$ cat config.mk
export PLATFORM = sky130hd
export DESIGN_NAME = matmul_ctrl
export DESIGN_NICKNAME = d
export VERILOG_FILES = /design/src/rtl/matmul_pkg.sv /design/src/rtl/matmul_mac.sv /design/src/rtl/matmul_ctrl.sv
export SDC_FILE = /design/constraint.sdc
export NUM_CORES = 1
export LEC_CHECK = 0
export BUFFER_PORTS_ARGS = -buffer_cell sky130_fd_sc_hd__buf_2
export CAP_MARGIN = 20
export CORE_MARGIN = 3
export CORE_UTILIZATION = 57
export CTS_BUF_LIST = sky130_fd_sc_hd__clkbuf_2 sky130_fd_sc_hd__clkbuf_4 sky130_fd_sc_hd__clkbuf_8
export CTS_CLUSTER_DIAMETER = 60
export DETAILED_ROUTE_END_ITERATION = 8
export GPL_TIMING_DRIVEN = 0
export PLACE_DENSITY_LB_ADDON = 0.1
export SLEW_MARGIN = 40
export SYNTH_ARGS = -nofsm -noshare
export SYNTH_HDL_FRONTEND = slang
export SYNTH_SLANG_ARGS = --single-unit
export TNS_END_PERCENT = 30
$ cat constraint.sdc
create_clock -name clk -period 9.4 [get_ports clk]
set_input_delay 1.88 -clock clk [delete_from_list [all_inputs] [get_ports clk]]
set_output_delay 1.88 -clock clk [all_outputs]
set_load 0.01 [all_outputs]
$ cat src/rtl/matmul_pkg.sv
// Shared types and default widths for the matrix-multiply sequencer.
package matmul_pkg;

    localparam int unsigned ADDR_W        = 16;
    localparam int unsigned MATMUL_DATA_W = 16;
    localparam int unsigned MATMUL_ACC_W  = 40;

    typedef enum logic [2:0] {
        StIdle,
        StRdA,
        StWaitA,
        StRdB,
        StWaitB,
        StMac,
        StWrC,
        StDone
    } ctrl_state_t;

endpackage

$ cat src/rtl/matmul_mac.sv
// Signed multiply-accumulate unit with synchronous clear and enable.
module matmul_mac
    import matmul_pkg::*;
#(
    parameter int unsigned DATA_W = MATMUL_DATA_W,
    parameter int unsigned ACC_W  = MATMUL_ACC_W
) (
    input  logic              clk,
    input  logic              reset,
    input  logic              clear_i,
    input  logic              en_i,
    input  logic [DATA_W-1:0] a_i,
    input  logic [DATA_W-1:0] b_i,
    // Low bits of acc + a*b, i.e. the writeback value once this MAC step commits
    output logic [DATA_W-1:0] sum_o
);

    logic [ACC_W-1:0]    acc_q;
    logic [ACC_W-1:0]    acc_d;
    logic [2*DATA_W-1:0] a_ext;
    logic [2*DATA_W-1:0] b_ext;
    logic [2*DATA_W-1:0] prod;

    // Sign-extend operands; the low 2*DATA_W bits of the product are then the signed product
    always_comb begin
        a_ext = {{DATA_W{a_i[DATA_W-1]}}, a_i};
        b_ext = {{DATA_W{b_i[DATA_W-1]}}, b_i};
        prod  = a_ext * b_ext;
        acc_d = acc_q + {{(ACC_W-2*DATA_W){prod[2*DATA_W-1]}}, prod};
        sum_o = acc_d[DATA_W-1:0];
    end

    // Accumulator register; overflow beyond ACC_W wraps
    always_ff @(posedge clk or posedge reset) begin
        if (reset) begin
            acc_q <= '0;
        end else if (clear_i) begin
            acc_q <= '0;
        end else if (en_i) begin
            acc_q <= acc_d;
        end
    end

endmodule

$ cat src/rtl/matmul_ctrl.sv
// Sequencer for C = A x B over a shared single-port word memory.
module matmul_ctrl
    import matmul_pkg::*;
#(
    parameter int unsigned DATA_W = MATMUL_DATA_W,
    parameter int unsigned ACC_W  = MATMUL_ACC_W
) (
    input  logic              clk,
    input  logic              reset,
    input  logic              start_i,
    input  logic [ADDR_W-1:0] matrix_a_addr_i,
    input  logic [ADDR_W-1:0] matrix_b_addr_i,
    input  logic [ADDR_W-1:0] matrix_c_addr_i,
    input  logic [15:0]       m_i,
    input  logic [15:0]       n_i,
    input  logic [15:0]       p_i,
    output logic              end_o,
    output logic              busy_o,
    output logic              mem_req_o,
    output logic              mem_we_o,
    output logic [ADDR_W-1:0] mem_addr_o,
    output logic [DATA_W-1:0] mem_wdata_o,
    input  logic              mem_gnt_i,
    input  logic              mem_rvalid_i,
    input  logic [DATA_W-1:0] mem_rdata_i
);

    ctrl_state_t       state_q;
    logic [15:0]       m_q, n_q, p_q;
    logic [15:0]       i_q, j_q, k_q;
    logic [ADDR_W-1:0] a_row_q, a_ptr_q, b_base_q, b_ptr_q, c_ptr_q;
    logic [DATA_W-1:0] a_op_q, b_op_q;
    logic [DATA_W-1:0] mac_sum;
    logic              mac_clear;
    logic              mac_en;

    // Accumulator clears on run acceptance and after each C element is written
    always_comb begin
        mac_clear = 1'b0;
        if (state_q == StIdle && start_i) begin
            mac_clear = 1'b1;
        end
        if (state_q == StWrC && mem_gnt_i) begin
            mac_clear = 1'b1;
        end
        mac_en = (state_q == StMac);
    end

    matmul_mac #(
        .DATA_W (DATA_W),
        .ACC_W  (ACC_W)
    ) u_mac (
        .clk     (clk),
        .reset   (reset),
        .clear_i (mac_clear),
        .en_i    (mac_en),
        .a_i     (a_op_q),
        .b_i     (b_op_q),
        .sum_o   (mac_sum)
    );

    // Control FSM; memory outputs are loaded on entry to a request state and held until grant
    always_ff @(posedge clk or posedge reset) begin
        if (reset) begin
            state_q     <= StIdle;
            end_o       <= 1'b0;
            busy_o      <= 1'b0;
            mem_req_o   <= 1'b0;
            mem_we_o    <= 1'b0;
            mem_addr_o  <= '0;
            mem_wdata_o <= '0;
            m_q         <= '0;
            n_q         <= '0;
            p_q         <= '0;
            i_q         <= '0;
            j_q         <= '0;
            k_q         <= '0;
            a_row_q     <= '0;
            a_ptr_q     <= '0;
            b_base_q    <= '0;
            b_ptr_q     <= '0;
            c_ptr_q     <= '0;
            a_op_q      <= '0;
            b_op_q      <= '0;
        end else begin
            unique case (state_q)
                StIdle: begin
                    if (start_i) begin
                        busy_o   <= 1'b1;
                        m_q      <= m_i;
                        n_q      <= n_i;
                        p_q      <= p_i;
                        i_q      <= '0;
                        j_q      <= '0;
                        k_q      <= '0;
                        a_row_q  <= matrix_a_addr_i;
                        a_ptr_q  <= matrix_a_addr_i;
                        b_base_q <= matrix_b_addr_i;
                        b_ptr_q  <= matrix_b_addr_i;
                        c_ptr_q  <= matrix_c_addr_i;
                        if (m_i == '0 || n_i == '0 || p_i == '0) begin
                            end_o   <= 1'b1;
                            state_q <= StDone;
                        end else begin
                            mem_req_o  <= 1'b1;
                            mem_we_o   <= 1'b0;
                            mem_addr_o <= matrix_a_addr_i;
                            state_q    <= StRdA;
                        end
                    end
                end
                StRdA: begin
                    if (mem_gnt_i) begin
                        mem_req_o <= 1'b0;
                        state_q   <= StWaitA;
                    end
                end
                StWaitA: begin
                    if (mem_rvalid_i) begin
                        a_op_q     <= mem_rdata_i;
                        mem_req_o  <= 1'b1;
                        mem_addr_o <= b_ptr_q;
                        state_q    <= StRdB;
                    end
                end
                StRdB: begin
                    if (mem_gnt_i) begin
                        mem_req_o <= 1'b0;
                        state_q   <= StWaitB;
                    end
                end
                StWaitB: begin
                    if (mem_rvalid_i) begin
                        b_op_q  <= mem_rdata_i;
                        state_q <= StMac;
                    end
                end
                StMac: begin
                    if (k_q != n_q - 16'd1) begin
                        k_q        <= k_q + 16'd1;
                        a_ptr_q    <= a_ptr_q + 16'd1;
                        b_ptr_q    <= b_ptr_q + p_q;
                        mem_req_o  <= 1'b1;
                        mem_addr_o <= a_ptr_q + 16'd1;
                        state_q    <= StRdA;
                    end else begin
                        mem_req_o   <= 1'b1;
                        mem_we_o    <= 1'b1;
                        mem_addr_o  <= c_ptr_q;
                        mem_wdata_o <= mac_sum;
                        state_q     <= StWrC;
                    end
                end
                StWrC: begin
                    if (mem_gnt_i) begin
                        mem_req_o <= 1'b0;
                        mem_we_o  <= 1'b0;
                        c_ptr_q   <= c_ptr_q + 16'd1;
                        k_q       <= '0;
                        if (j_q != p_q - 16'd1) begin
                            // Next column in the same row of C
                            j_q        <= j_q + 16'd1;
                            a_ptr_q    <= a_row_q;
                            b_ptr_q    <= b_base_q + j_q + 16'd1;
                            mem_req_o  <= 1'b1;
                            mem_addr_o <= a_row_q;
                            state_q    <= StRdA;
                        end else if (i_q != m_q - 16'd1) begin
                            // First column of the next row of C
                            i_q        <= i_q + 16'd1;
                            j_q        <= '0;
                            a_row_q    <= a_row_q + n_q;
                            a_ptr_q    <= a_row_q + n_q;
                            b_ptr_q    <= b_base_q;
                            mem_req_o  <= 1'b1;
                            mem_addr_o <= a_row_q + n_q;
                            state_q    <= StRdA;
                        end else begin
                            end_o   <= 1'b1;
                            state_q <= StDone;
                        end
                    end
                end
                StDone: begin
                    end_o   <= 1'b0;
                    busy_o  <= 1'b0;
                    state_q <= StIdle;
                end
                default: state_q <= StIdle;
            endcase
        end
    end

endmodule

### After elaboration in Yosys (flattened, before gate mapping)

Index checks and enable logic that the tools add are counted.

| word-level totals | value |
|---|---|
| flip-flop bits (word level) | 287 |
| output and inout port bits | 36 |
| word-level logic and storage cells | 162 |

| operators by class | value |
|---|---|
| add/subtract/negate cells | 13 |
| multipliers | 1 |
| equal/unequal tests | 25 |
| muxes and demuxes | 70 |
| bitwise gates (word level) | 1 |
| reductions and logical operators | 31 |

Operators by type and width:

| operator | number |
|---|---|
| 16-bit two-way mux | 27 |
| 16-bit case mux with 3 select lines | 3 |
| 16-bit case mux with 2 select lines | 4 |
| 16-bit by 1-bit adder with 16-bit output, second input constant | 6 |
| 40-bit two-way mux | 2 |
| 16-bit case mux with 4 select lines | 1 |
| 16-bit adder | 3 |
| 16-bit logical NOT | 3 |
| 16-bit inequality test | 3 |
| 16-bit by 1-bit subtractor with 16-bit output, second input constant | 3 |
| 40-bit adder | 1 |
| 16-bit by 16-bit multiplier with 32-bit output | 1 |
| 3-bit two-way mux | 10 |
| 3-bit case mux with 8 select lines | 1 |
| 6-bit AND reduction | 4 |
| 2-bit inequality test, second input constant | 10 |
| 1-bit two-way mux | 18 |
| 5-bit AND reduction | 3 |
| 3-bit equality test, second input constant | 4 |
| 2-bit AND reduction | 5 |
| 2-bit by 1-bit inequality test with 1-bit output, second input constant | 4 |
| 4-bit AND reduction | 2 |
| 3-bit by 2-bit equality test with 1-bit output, second input constant | 2 |
| 1-bit case mux with 3 select lines | 2 |
| 14 further kinds | 19 |

### Depth between registers and ports, before layout

Gate-level depths: netlist of run 1.

| depth | value |
|---|---|
| depth in word-level cells | 6 |
| gate-level depth with buffers | 29 |

### By module

A second synthesis of run 1 with hierarchy kept.

| unflattened totals | value |
|---|---|
| cell total of the unflattened synthesis | 2501 |
| area total of the unflattened synthesis | 21647.0 µm² |

Modules (own cells, without submodules):

| module | times used | cells each | area an instance (µm²) | sequential area each (µm²) |
|---|---|---|---|---|
| matmul_ctrl | 1 | 1860 | 16165.5 | 6180.9 |
| matmul_mac | 1 | 641 | 5481.5 | 400.4 |

### Worst setup path after synthesis of run 1

OpenSTA, ideal clock, no wires.

| timing | value |
|---|---|
| path kind | reg-to-reg |
| from | register a_op_q[2] |
| to | register u_mac.acc_q[15] |
| library setup time | 0.135 ns |
| arrival | 5.886 ns |
| path slack | 3.379 ns |
| stages on the path, launching flop included | 25 |
| buffers on the path | 1 |
| clock period less this slack | 6.021 ns |
| cells stage by stage | dfrtp_1 clkbuf_1 and2_1 fa_1 inv_1 fa_1 inv_1 ha_1 fa_1 fa_1 inv_1 fa_1 inv_1 ha_1 a21o_1 a31o_2 a21oi_1 xnor2_1 ha_1 a31o_2 a21o_1 a21o_1 a21oi_1 xnor2_1 o21ai_0 |

| between the ends | value |
|---|---|
| cells in the longest elaborated chain, start to end | 4 |

RTL lines:

| what | RTL line | RTL |
|---|---|---|
| start, declared | matmul_ctrl.sv:32 | `logic [DATA_W-1:0] a_op_q, b_op_q;` |
| start signal, assigned | matmul_ctrl.sv:120 | `a_op_q <= mem_rdata_i;` |
| 16-bit by 16-bit multiplier with 32-bit output | matmul_mac.sv:28 | `prod = a_ext * b_ext;` |
| 40-bit adder | matmul_mac.sv:29 | `acc_d = acc_q + {{(ACC_W-2*DATA_W){prod[2*DATA_W-1]}}, prod};` |
| 40-bit two-way mux | matmul_mac.sv:39 | `end else if (en_i) begin` |
| 40-bit two-way mux | matmul_mac.sv:37 | `end else if (clear_i) begin` |
| end signal, assigned | matmul_mac.sv:36 | `acc_q <= '0;` |
| end signal, assigned | matmul_mac.sv:38 | `acc_q <= '0;` |
| end signal, assigned | matmul_mac.sv:40 | `acc_q <= acc_d;` |
| end, declared | matmul_mac.sv:18 | `logic [ACC_W-1:0] acc_q;` |

No other way between the ends. The select of a mux whose other input is x is not followed.
A chain may end at the register's enable or synchronous reset.

### Final worst setup path of run 1

| timing | value |
|---|---|
| from | register b_op_q[2] |
| to | register mem_wdata_o[15] |

| between the ends | value |
|---|---|
| cells in the longest elaborated chain, start to end | 2 |

RTL lines:

| what | RTL line | RTL |
|---|---|---|
| start, declared | matmul_ctrl.sv:32 |  |
| start signal, assigned | matmul_ctrl.sv:134 | `b_op_q <= mem_rdata_i;` |
| 16-bit by 16-bit multiplier with 32-bit output | matmul_mac.sv:28 |  |
| 40-bit adder | matmul_mac.sv:29 |  |
| end signal, assigned | matmul_ctrl.sv:150 | `mem_wdata_o <= mac_sum;` |
| end, declared | matmul_ctrl.sv:22 | `output logic [DATA_W-1:0] mem_wdata_o,` |

No other way between the ends.

==> run metrics, run 1 <==
status complete, no violations; wire length of the first global-routing pass 105000 um; clk sinks 263; maximum number of pins on one net before global-route repair 68; fraction of registers with async set/reset 100%; vias per cell 6.15; fraction of the cycle the final worst path needs 70.7%; Die Area around 0.04 mm^2; area share of xor/xnor cells in the synthesized design under 10%; class of the most critical hold timing path flip-flop to flip-flop; NumNets Final 2881; dominant combinational cell family by area after synthesis simple AND/OR/NAND/NOR gates; largest clock skew in the final design 0.0451 ns; number of hold violations in the final report 0; kind of capture point of the worst setup path flip-flop; critical path fanouts, max 10; Die Span Y 199 um; final critical path time including I/O delays and setup 6.65 ns; number of antenna violations at the first check in global routing 0; Compound-Gate Fraction of Synth Area between 10% and 20%; Worst-Margin Slew 0.952 ns; top-level port count roughly 150; slowest library cell on the worst path sky130_fd_sc_hd__fa_1; ranking of synthesized cells by instance count 263 x sky130_fd_sc_hd__dfrtp_1, 248 x sky130_fd_sc_hd__nand2_1, 190 x sky130_fd_sc_hd__nor2_1, 171 x sky130_fd_sc_hd__inv_1, 130 x sky130_fd_sc_hd__ha_1; count of placed standard cells in the final layout, fillers left out just over 3000; CP startpoint kind flip-flop; critical path buffer and inverter count 5; area share of the leading cell type in the synthesized netlist 31.1%; clk buf depth 3; overall routed net length ~68000 um; Initial DRC Count between 1500 and 2000; post-DR wirelength/cell 22.2 um; clock tree from TritonCTS built; cell count after placement 2963; sequential cell area fraction in the yosys report 31.1%; maxcap violations 0; critical path data required time 9.94 ns; Critical Path AT 7.18 ns; via count of the first global-routing pass 18707; Top delay family on crit path adder cells; number of flops mapped to enable cells by yosys 0; placeable core area 0.0361 mm^2; final HPWL from detailed placement 52800 um; maximum clock frequency 0.150 GHz; Post-Route Setup TNS 0 ns; relative max-transition margin roughly 37%; detailed-router iteration count before antenna repair 5; width of the die about 200 um; Most Frequent Cell on Critical Path sky130_fd_sc_hd__fa_1; clock root buffer sky130_fd_sc_hd__clkbuf_8; post-CTS setup buffer count 0; cell type with the highest aggregate area in the netlist sky130_fd_sc_hd__dfrtp_1; remaining number of nets flagged by the antenna check after routing 0; commonest register cell after synthesis sky130_fd_sc_hd__dfrtp_1; number of register bits inferred by synthesis ~260; Synth Cell Area 0.0211 mm^2; slowest cell delay on critical path ~0.55 ns; final count of pins violating max slew 0; nets in the synthesized netlist 2675; cell count after synthesis 2345; critical path type flip-flop to flip-flop; GRT Total Usage approximately a third; number of vias in the routed layout 18745; count of cell types in the netlist 93; CTS HTree Levels 2; yosys warns 0; cts repair resizes 0; number of buffers added on ports around 150; total number of placement rows 69; Remaining DRCs 0; fin area ~0.024 mm^2; RePlAce Congestion 0.997; unrepaired setup endpoints after global routing no; top-count cell post-synth sky130_fd_sc_hd__dfrtp_1; area fraction in and, or, nand and nor cells after synthesis between 15 and 20%; proportion of layout cells with a drive suffix above 1 16.0%; mean area per synthesized cell 9.01 um^2; GRT overflow 0; n_diodes 0; cts bufs inserted 47; Area Overhead vs Synth 12.0%; clock latency at the later pin of the worst-skew pair 0.64 ns; effective utilization at floorplan around three fifths; post-synthesis adder-cell area fraction 15.6%; DP Area 0.0226 mm^2; multiplexer share of the synthesized area under 10%; number of hold buffers added after cts 0; endpoints failing setup 0; ranking of synthesized cells by area sky130_fd_sc_hd__dfrtp_1 31%, sky130_fd_sc_hd__fa_1 7.9%, sky130_fd_sc_hd__ha_1 7.7%; clock transition at the registers of the reported paths approximately 0.060 ns
==> final timing paths <==
kind,from,endpoint,slack (ns),cells past startpoint
min in group asynchronous,reset,mem_wdata_o[4],1.23,2
worst max register to register,b_op_q[2],mem_wdata_o[15],2.75,25
max in group asynchronous,reset,a_op_q[13],7.17,4
worst max-delay path,b_op_q[2],mem_wdata_o[15],2.75,25
worst min register to register,mem_wdata_o[13],mem_wdata_o[13],0.50,1
worst min-delay path,mem_wdata_o[13],mem_wdata_o[13],0.50,1
==> kinds of logic (layout without fill, tap and decap cells) <==
logic type / after synthesis / after routing
simple gates: 787 / 787
compound gates: 477 / 477
buf+inv: 277 / 518
flops: 263 / 263
fa+ha+maj: 213 / 213
xor+xnor: 185 / 185
mux: 143 / 143
==> flip-flops by register name, summed over array words and instances (netlist names), 3 cells and up <==
register / flops
a_op_q: 16
a_ptr_q: 16
a_row_q: 16
b_base_q: 16
b_op_q: 16
b_ptr_q: 16
c_ptr_q: 16
i_q: 16
j_q: 16
k_q: 16
m_q: 16
mem_addr_o: 16
mem_wdata_o: 16
n_q: 16
p_q: 16
u_mac.acc_q: 16
state_q: 3
==> cell type report <==
class | instances | area [um^2]
sequential | 263 | 6580
clock inverter | 10 | 113
clock buffer | 74 | 931
inverter | 171 | 649
timing repair buffer | 157 | 878
tap | 461 | 577
buffer | 106 | 473
fill | 3039 | 12400
multi-input combinational | 1805 | 13500
==> through the flow <==
stage | hold slack, ns | utilization [%] | setup slack [ns]
2_1_floorplan | 0.456 | - | 0.280
3_3_place_gp | 0.471 | 62.3 | -2.88
3_5_place_dp | 0.491 | 62.7 | 2.69
4_1_cts | 0.505 | 65.6 | 2.71
5_1_grt | 0.520 | 65.6 | 2.27
6_report | 0.504 | 65.6 | 2.75
==> cells in the final DEF, fill, tap and decap left out, types with 45 or more instances in the layout <==
cell                         n
sky130_fd_sc_hd__clkbuf_1   72
sky130_fd_sc_hd__a21oi_1   118
sky130_fd_sc_hd__fa_1       83
sky130_fd_sc_hd__clkbuf_8   60
sky130_fd_sc_hd__buf_2     164
sky130_fd_sc_hd__xor2_1     58
sky130_fd_sc_hd__and2_1     77
sky130_fd_sc_hd__dfrtp_1   263
sky130_fd_sc_hd__nand3_1    53
sky130_fd_sc_hd__nor2_1    190
sky130_fd_sc_hd__mux2_2    108
sky130_fd_sc_hd__xnor2_1   127
sky130_fd_sc_hd__nor3_1     45
sky130_fd_sc_hd__nand2_1   248
sky130_fd_sc_hd__ha_1      130
sky130_fd_sc_hd__inv_1     170
sky130_fd_sc_hd__o21ai_0   117
==> routing by layer <==
layer / track usage, % / routed length, um / up-vias
li1: - / - / 8632
met1: 45.8 / 28100 / 9188
met2: 56.4 / 31300 / 774
met3: 7.15 / 5780 / 151
met4: 13.1 / 2600 / 0
met5: 0 / 0 / -
Power of run 1 is not shown: default switching activity piles up to over one toggle a cycle in this logic, so the estimate is an artifact.
==> run 2: changes to the inputs <==
--- a/config.mk
+++ b/config.mk
@@ -5,10 +5,11 @@
 export SDC_FILE = /design/constraint.sdc
 export NUM_CORES = 1
 export LEC_CHECK = 0
+export ABC_AREA = 1
 export BUFFER_PORTS_ARGS = -buffer_cell sky130_fd_sc_hd__buf_2
 export CAP_MARGIN = 20
 export CORE_MARGIN = 3
-export CORE_UTILIZATION = 57
+export CORE_UTILIZATION = 64
 export CTS_BUF_LIST = sky130_fd_sc_hd__clkbuf_2 sky130_fd_sc_hd__clkbuf_4 sky130_fd_sc_hd__clkbuf_8
 export CTS_CLUSTER_DIAMETER = 60
 export DETAILED_ROUTE_END_ITERATION = 8
==> constraint.sdc (replaced) <==
create_clock -name clk -period 6.5 [get_ports clk]
set_input_delay 1.3 -clock clk [delete_from_list [all_inputs] [get_ports clk]]
set_output_delay 1.3 -clock clk [all_outputs]
set_load 0.01 [all_outputs]
==> run 2 against run 1 <==
Effect of this change:
- maximum frequency is 2.6% higher
- worst hold slack lost 0.040 ns
- synthesized cell count rose by 41%
- worst setup slack got worse by 2.7 ns
- critical endpoint is now u_mac.acc_q[15]
==> run metrics, run 2 <==
count of cell types in the netlist 53; Critical Path AT 6.99 ns; clock transition at the registers of the reported paths about 0.07 ns; nets in the synthesized netlist about 3600; largest clock skew in the final design 0.0693 ns; unrepaired setup endpoints after global routing yes; effective utilization at floorplan 65.5%; NumNets Final 3859; final count of pins violating max slew 0; count of placed standard cells in the final layout, fillers left out 4018; fraction of the cycle the final worst path needs 99.6%; clock root buffer sky130_fd_sc_hd__clkbuf_8; vias per cell between 5 and 6; final HPWL from detailed placement 60100 um; relative max-transition margin between 40% and 50%; minimum setup slack among reg-to-reg paths 0.03 ns; commonest register cell after synthesis sky130_fd_sc_hd__dfrtp_1; Die Span Y 195 um; n_diodes 0; number of hold violations in the final report 0; fillers 2686; top-count cell post-synth sky130_fd_sc_hd__nand2_1; mean area per synthesized cell 6.90 um^2; CTS HTree Levels 2; leading cell types in the layout, fill and taps excluded 1047 x sky130_fd_sc_hd__nand2_1, 461 x sky130_fd_sc_hd__inv_1, 265 x sky130_fd_sc_hd__nor2_1; Synth Cell Area ~0.023 mm^2; clk buf depth 3; critical path fanouts, max 10; Area Overhead vs Synth 13.0%; status complete, no violations; Remaining DRCs 0; class of the most critical hold timing path flip-flop to flip-flop; Die Area 0.0379 mm^2; proportion of layout cells with a drive suffix above 1 11.1%; kind of capture point of the worst setup path flip-flop; GRT overflow 0; RePlAce Congestion 1.03; fraction of registers with async set/reset 100%; width of the die ~200 um; slowest library cell on the worst path sky130_fd_sc_hd__fa_1; cell count after synthesis 3306; number of hold buffers added after cts 0; post-DR wirelength/cell 19.2 um; detailed-router iteration count before antenna repair 6; ranking of synthesized cells by instance count 1047 x sky130_fd_sc_hd__nand2_1, 462 x sky130_fd_sc_hd__inv_1, 268 x sky130_fd_sc_hd__nor2_1, 263 x sky130_fd_sc_hd__dfrtp_1, 201 x sky130_fd_sc_hd__nand3_1; maximum clock frequency 0.154 GHz; maximum number of pins on one net before global-route repair 28; final critical path time including I/O delays and setup between 6 and 7 ns; wire length of the first global-routing pass 119000 um; number of buffers added on ports 152; number of flops mapped to enable cells by yosys 0; area share of the leading cell type in the synthesized netlist 28.9%; endpoints failing setup 0; worst hold-check slack 0.464 ns; cell count after placement just under 4000; remaining number of nets flagged by the antenna check after routing 0; GRT Total Usage 39.4%; Worst-Margin Slew around 0.87 ns; clk sinks 263; maxcap violations 0; cts bufs inserted 46; top-level port count between 150 and 200; critical path data required time between 7 and 8 ns; overall routed net length 77100 um; critical path type flip-flop to flip-flop; Initial DRC Count between 2000 and 2500; number of register bits inferred by synthesis 263; total number of placement rows 68; yosys warns 0; number of antenna violations at the first check in global routing 0; most frequent standard cell in the layout excluding fill and tap cells sky130_fd_sc_hd__nand2_1; cell type with the highest aggregate area in the netlist sky130_fd_sc_hd__dfrtp_1; slowest cell delay on critical path 0.56 ns; clock tree from TritonCTS built; sequential cell area fraction in the yosys report about 29%; CP startpoint kind flip-flop; ranking of synthesized cells by area sky130_fd_sc_hd__dfrtp_1 29%, sky130_fd_sc_hd__nand2_1 17%, sky130_fd_sc_hd__inv_1 7.6%; clock latency at the later pin of the worst-skew pair around 0.65 ns; number of vias in the routed layout approximately 24000; via count of the first global-routing pass approximately 23000; placeable core area 0.0348 mm^2
==> run 2: kinds of logic (layout without fill, tap and decap cells) <==
kind of cell	Yosys count	after routing	share of synthesized area, %
buf+inv	579	836	9.70
flops	263	263	28.9
mux	26	26	1.28
compound gates	402	402	9.47
fa+ha+maj	213	213	14.4
simple gates	1670	1670	30.4
xor+xnor	153	153	5.88
==> run 2: path summary, 6_finish.rpt <==
check                                       end       startpoint  cells past startpoint
min in group asynchronous        u_mac.acc_q[2]            reset                      2
worst max-delay path            u_mac.acc_q[15]        a_op_q[3]                     33
worst max register to register  u_mac.acc_q[15]        a_op_q[3]                     33
worst min register to register  mem_wdata_o[11]  mem_wdata_o[11]                      2
worst min-delay path            mem_wdata_o[11]  mem_wdata_o[11]                      2
max in group asynchronous             a_op_q[8]            reset                      7
==> run 2: layout make-up <==
| class | count | area (um^2) | area share [%] |
|---|---|---|---|
| multi-input combinational | 2464 | 14100 | 54.7 |
| clock buffer | 67 | 872 | 3.38 |
| inverter | 472 | 1780 | 6.89 |
| buffer | 93 | 418 | 1.62 |
| sequential | 263 | 6600 | 25.6 |
| tap | 455 | 569 | 2.21 |
| clock inverter | 15 | 199 | 0.772 |
| timing repair buffer | 189 | 1230 | 4.79 |
==> run 2: through the flow <==
| step | worst slack (ns) | TNS [ns] | area (um^2) | util (%) |
|---|---|---|---|---|
| floorplan | 0.434 | 0 | 22800 | - |
| finish | 0.0255 | 0 | 25800 | 74.1 |
| CTS | 0.00883 | 0 | 25500 | 73.3 |
| detailed placement | -0.326 | -1.33 | 24400 | 70.1 |
| global route | -0.190 | -0.480 | 25800 | 74.1 |
| global placement | -0.285 | -0.738 | 24100 | 69.3 |
==> run 2: repair_timing <==
action,in CTS,in global routing
resized for setup,23,22
buffers inserted,5,20
setup endpoints to repair,6,8
pin swaps,1,4
==> run 2: critical path: cells and delay by family (launching register included) <==
kind / cells / cell delay [ns]
AO/OA/AOI/OAI: 2 / 0.28
XOR/XNOR: 1 / 0.31
AND/OR/NAND/NOR: 14 / 1.31
adder cells (fa/ha/maj): 8 / 3.37
buffers and inverters: 8 / 0.67
flip-flops: 1 / 0.44
==> run 2: routing by layer <==
metal	routed length (um)	part of all wire, %	vias up	GRT usage [%]
met3	7650	9.9	315	8.49
met4	4960	6.4	0	21.1
met5	0	0	-	0
met1	29500	38	11189	49.7
met2	35100	45	1299	63.7
li1	-	-	10910	-
Power of run 2 is left out for the same reason.
==> run 3: changes to the inputs <==
--- a/config.mk
+++ b/config.mk
@@ -9,12 +9,13 @@
 export BUFFER_PORTS_ARGS = -buffer_cell sky130_fd_sc_hd__buf_2
 export CAP_MARGIN = 20
 export CORE_MARGIN = 3
-export CORE_UTILIZATION = 64
+export CORE_UTILIZATION = 50
 export CTS_BUF_LIST = sky130_fd_sc_hd__clkbuf_2 sky130_fd_sc_hd__clkbuf_4 sky130_fd_sc_hd__clkbuf_8
 export CTS_CLUSTER_DIAMETER = 60
 export DETAILED_ROUTE_END_ITERATION = 8
 export GPL_TIMING_DRIVEN = 0
 export PLACE_DENSITY_LB_ADDON = 0.1
+export REMOVE_ABC_BUFFERS = 1
 export SLEW_MARGIN = 40
 export SYNTH_ARGS = -nofsm -noshare
 export SYNTH_HDL_FRONTEND = slang
==> run 3 against run 2 <==
Effect of this change:
- register-to-register slack improved by 0.30 ns
- core utilization is 16 points lower
- clock-buffer cell count grew 11
- critical path type unchanged
- maximum frequency is 4.9% higher
- die area rose by 27%
==> run metrics, run 3 (same netlist as run 2, synthesis figures left out) <==
Worst Hold Path EP mem_addr_o[2]; number of vias in the routed layout 21761; post-DR wirelength/cell 16.8 um; effective utilization at floorplan between 50% and 60%; Critical Path AT 6.69 ns; critical path fanouts, max 6; number of hold violations in the final report 0; largest clock skew in the final design 0.0222 ns; maximum clock frequency roughly 0.16 GHz; launching point of the worst reg2reg path a_op_q[5]; CP startpoint kind flip-flop; minimum setup slack among reg-to-reg paths roughly 0.33 ns; final count of pins violating max slew 0; pre-CTS worst setup slack -0.0448 ns; Initial DRC Count 1623; hold path startpoint mem_addr_o[2]; critical path data required time 7.02 ns; proportion of layout cells with a drive suffix above 1 between 10% and 20%; wire length of the first global-routing pass 110000 um; Worst-Margin Slew between 0.8 and 0.9 ns; critical path type flip-flop to flip-flop; post-route worst setup slack 0.327 ns; clk sinks between 200 and 300; clk buf depth 3; detailed-router iteration count before antenna repair 6; overall routed net length 68600 um; placeable core area 0.0446 mm^2; Remaining DRCs 0; status complete, no violations; Area Overhead vs Synth 13.1%; n_diodes 0; CTS HTree Levels 2; maxcap violations 0; number of antenna violations at the first check in global routing 0; clock transition at the registers of the reported paths about 0.060 ns; fillers 4339; cts bufs inserted about 50; Die Area 0.0482 mm^2; NumNets Final 3780; vias per cell 5.33; slowest library cell on the worst path sky130_fd_sc_hd__fa_1; cell depth of the worst flop-to-flop path 26; final core utilization 57.8%; clock latency at the later pin of the worst-skew pair 0.65 ns; endpoints failing setup 0; via count of the first global-routing pass 21041; clock tree from TritonCTS built; fraction of the cycle the final worst path needs 95.0%; clock root buffer sky130_fd_sc_hd__clkbuf_8; leading cell types in the layout, fill and taps excluded 1042 x sky130_fd_sc_hd__nand2_1, 460 x sky130_fd_sc_hd__inv_1, 263 x sky130_fd_sc_hd__nor2_1; GRT Total Usage 28.4%; kind of capture point of the worst setup path flip-flop; Die Span Y 220 um; final critical path time including I/O delays and setup about 6.2 ns; maximum number of pins on one net before global-route repair 61; RR Endpoint u_mac.acc_q[14]; number of hold buffers added after cts 0; class of the most critical hold timing path flip-flop to flip-flop; remaining number of nets flagged by the antenna check after routing 0; RePlAce Congestion 0.933; cell depth of the worst hold path 2; top-level port count 153; width of the die 220 um; number of buffers added on ports 152; total number of placement rows 77; relative max-transition margin 40.3%; GRT overflow 0; most frequent standard cell in the layout excluding fill and tap cells sky130_fd_sc_hd__nand2_1; slowest cell delay on critical path 0.57 ns; final HPWL from detailed placement 53100 um
[run 3: layer usage]
metal,share of wire [%],up-vias,GRT usage [%],wire [um]
li1,-,10776,-,-
met1,45,10265,39.1,30900
met2,46,596,46.6,31800
met3,5.5,124,3.90,3780
met4,3.0,0,8.79,2090
met5,0,-,0,0
[run 3: final cells by class]
cell class	instances	area (um^2)	share of cell area, %
Inverter	472	1780	6.92
Multi-Input combinational cell	2464	14200	55.0
Clock buffer	78	992	3.85
Clock inverter	13	155	0.602
Sequential cell	263	6610	25.7
Tap cell	592	741	2.87
Timing Repair Buffer	198	1320	5.11
[run 3: worst max-delay path, delay by kind of cell, from the launching register on]
family          cells  cell delay [ns]
fa+ha+maj           8             3.79
simple gates        6             0.49
buf+inv             7             0.54
flops               1             0.45
xor+xnor            2             0.30
compound gates      3             0.49
[run 3: metrics by stage]
step | setup TNS, ns | hold WS (ns) | cell area (um^2) | std cells
global placement | -1631.04 | 0.454 | 23900 | 3943
finish | 0 | 0.474 | 25800 | 4080
floorplan | -536.57 | 0.449 | 22400 | 3199
CTS | 0 | 0.478 | 25400 | 4049
detailed placement | -0.0869 | 0.460 | 24200 | 3958
global route | -0.0000160 | 0.497 | 25800 | 4080
[run 3: timing repair]
action / CTS / global route
buffers inserted: 0 / 30
setup endpoints to repair: 4 / 14
pin swaps: 0 / 5
gates resized for setup: 9 / 26
[run 3: worst max-delay path by stage]
stage	startpoint	cells after the start	endpoint
6_report	a_op_q[5]	26	u_mac.acc_q[14]
5_1_grt	b_op_q[1]	27	mem_wdata_o[14]
4_1_cts	b_op_q[4]	28	u_mac.acc_q[14]
3_5_place_dp	a_op_q[4]	28	u_mac.acc_q[14]
3_3_place_gp	reset	2	mem_addr_o[0]
2_1_floorplan	reset	1	a_op_q[0]
Power of run 3 is left out for the same reason.
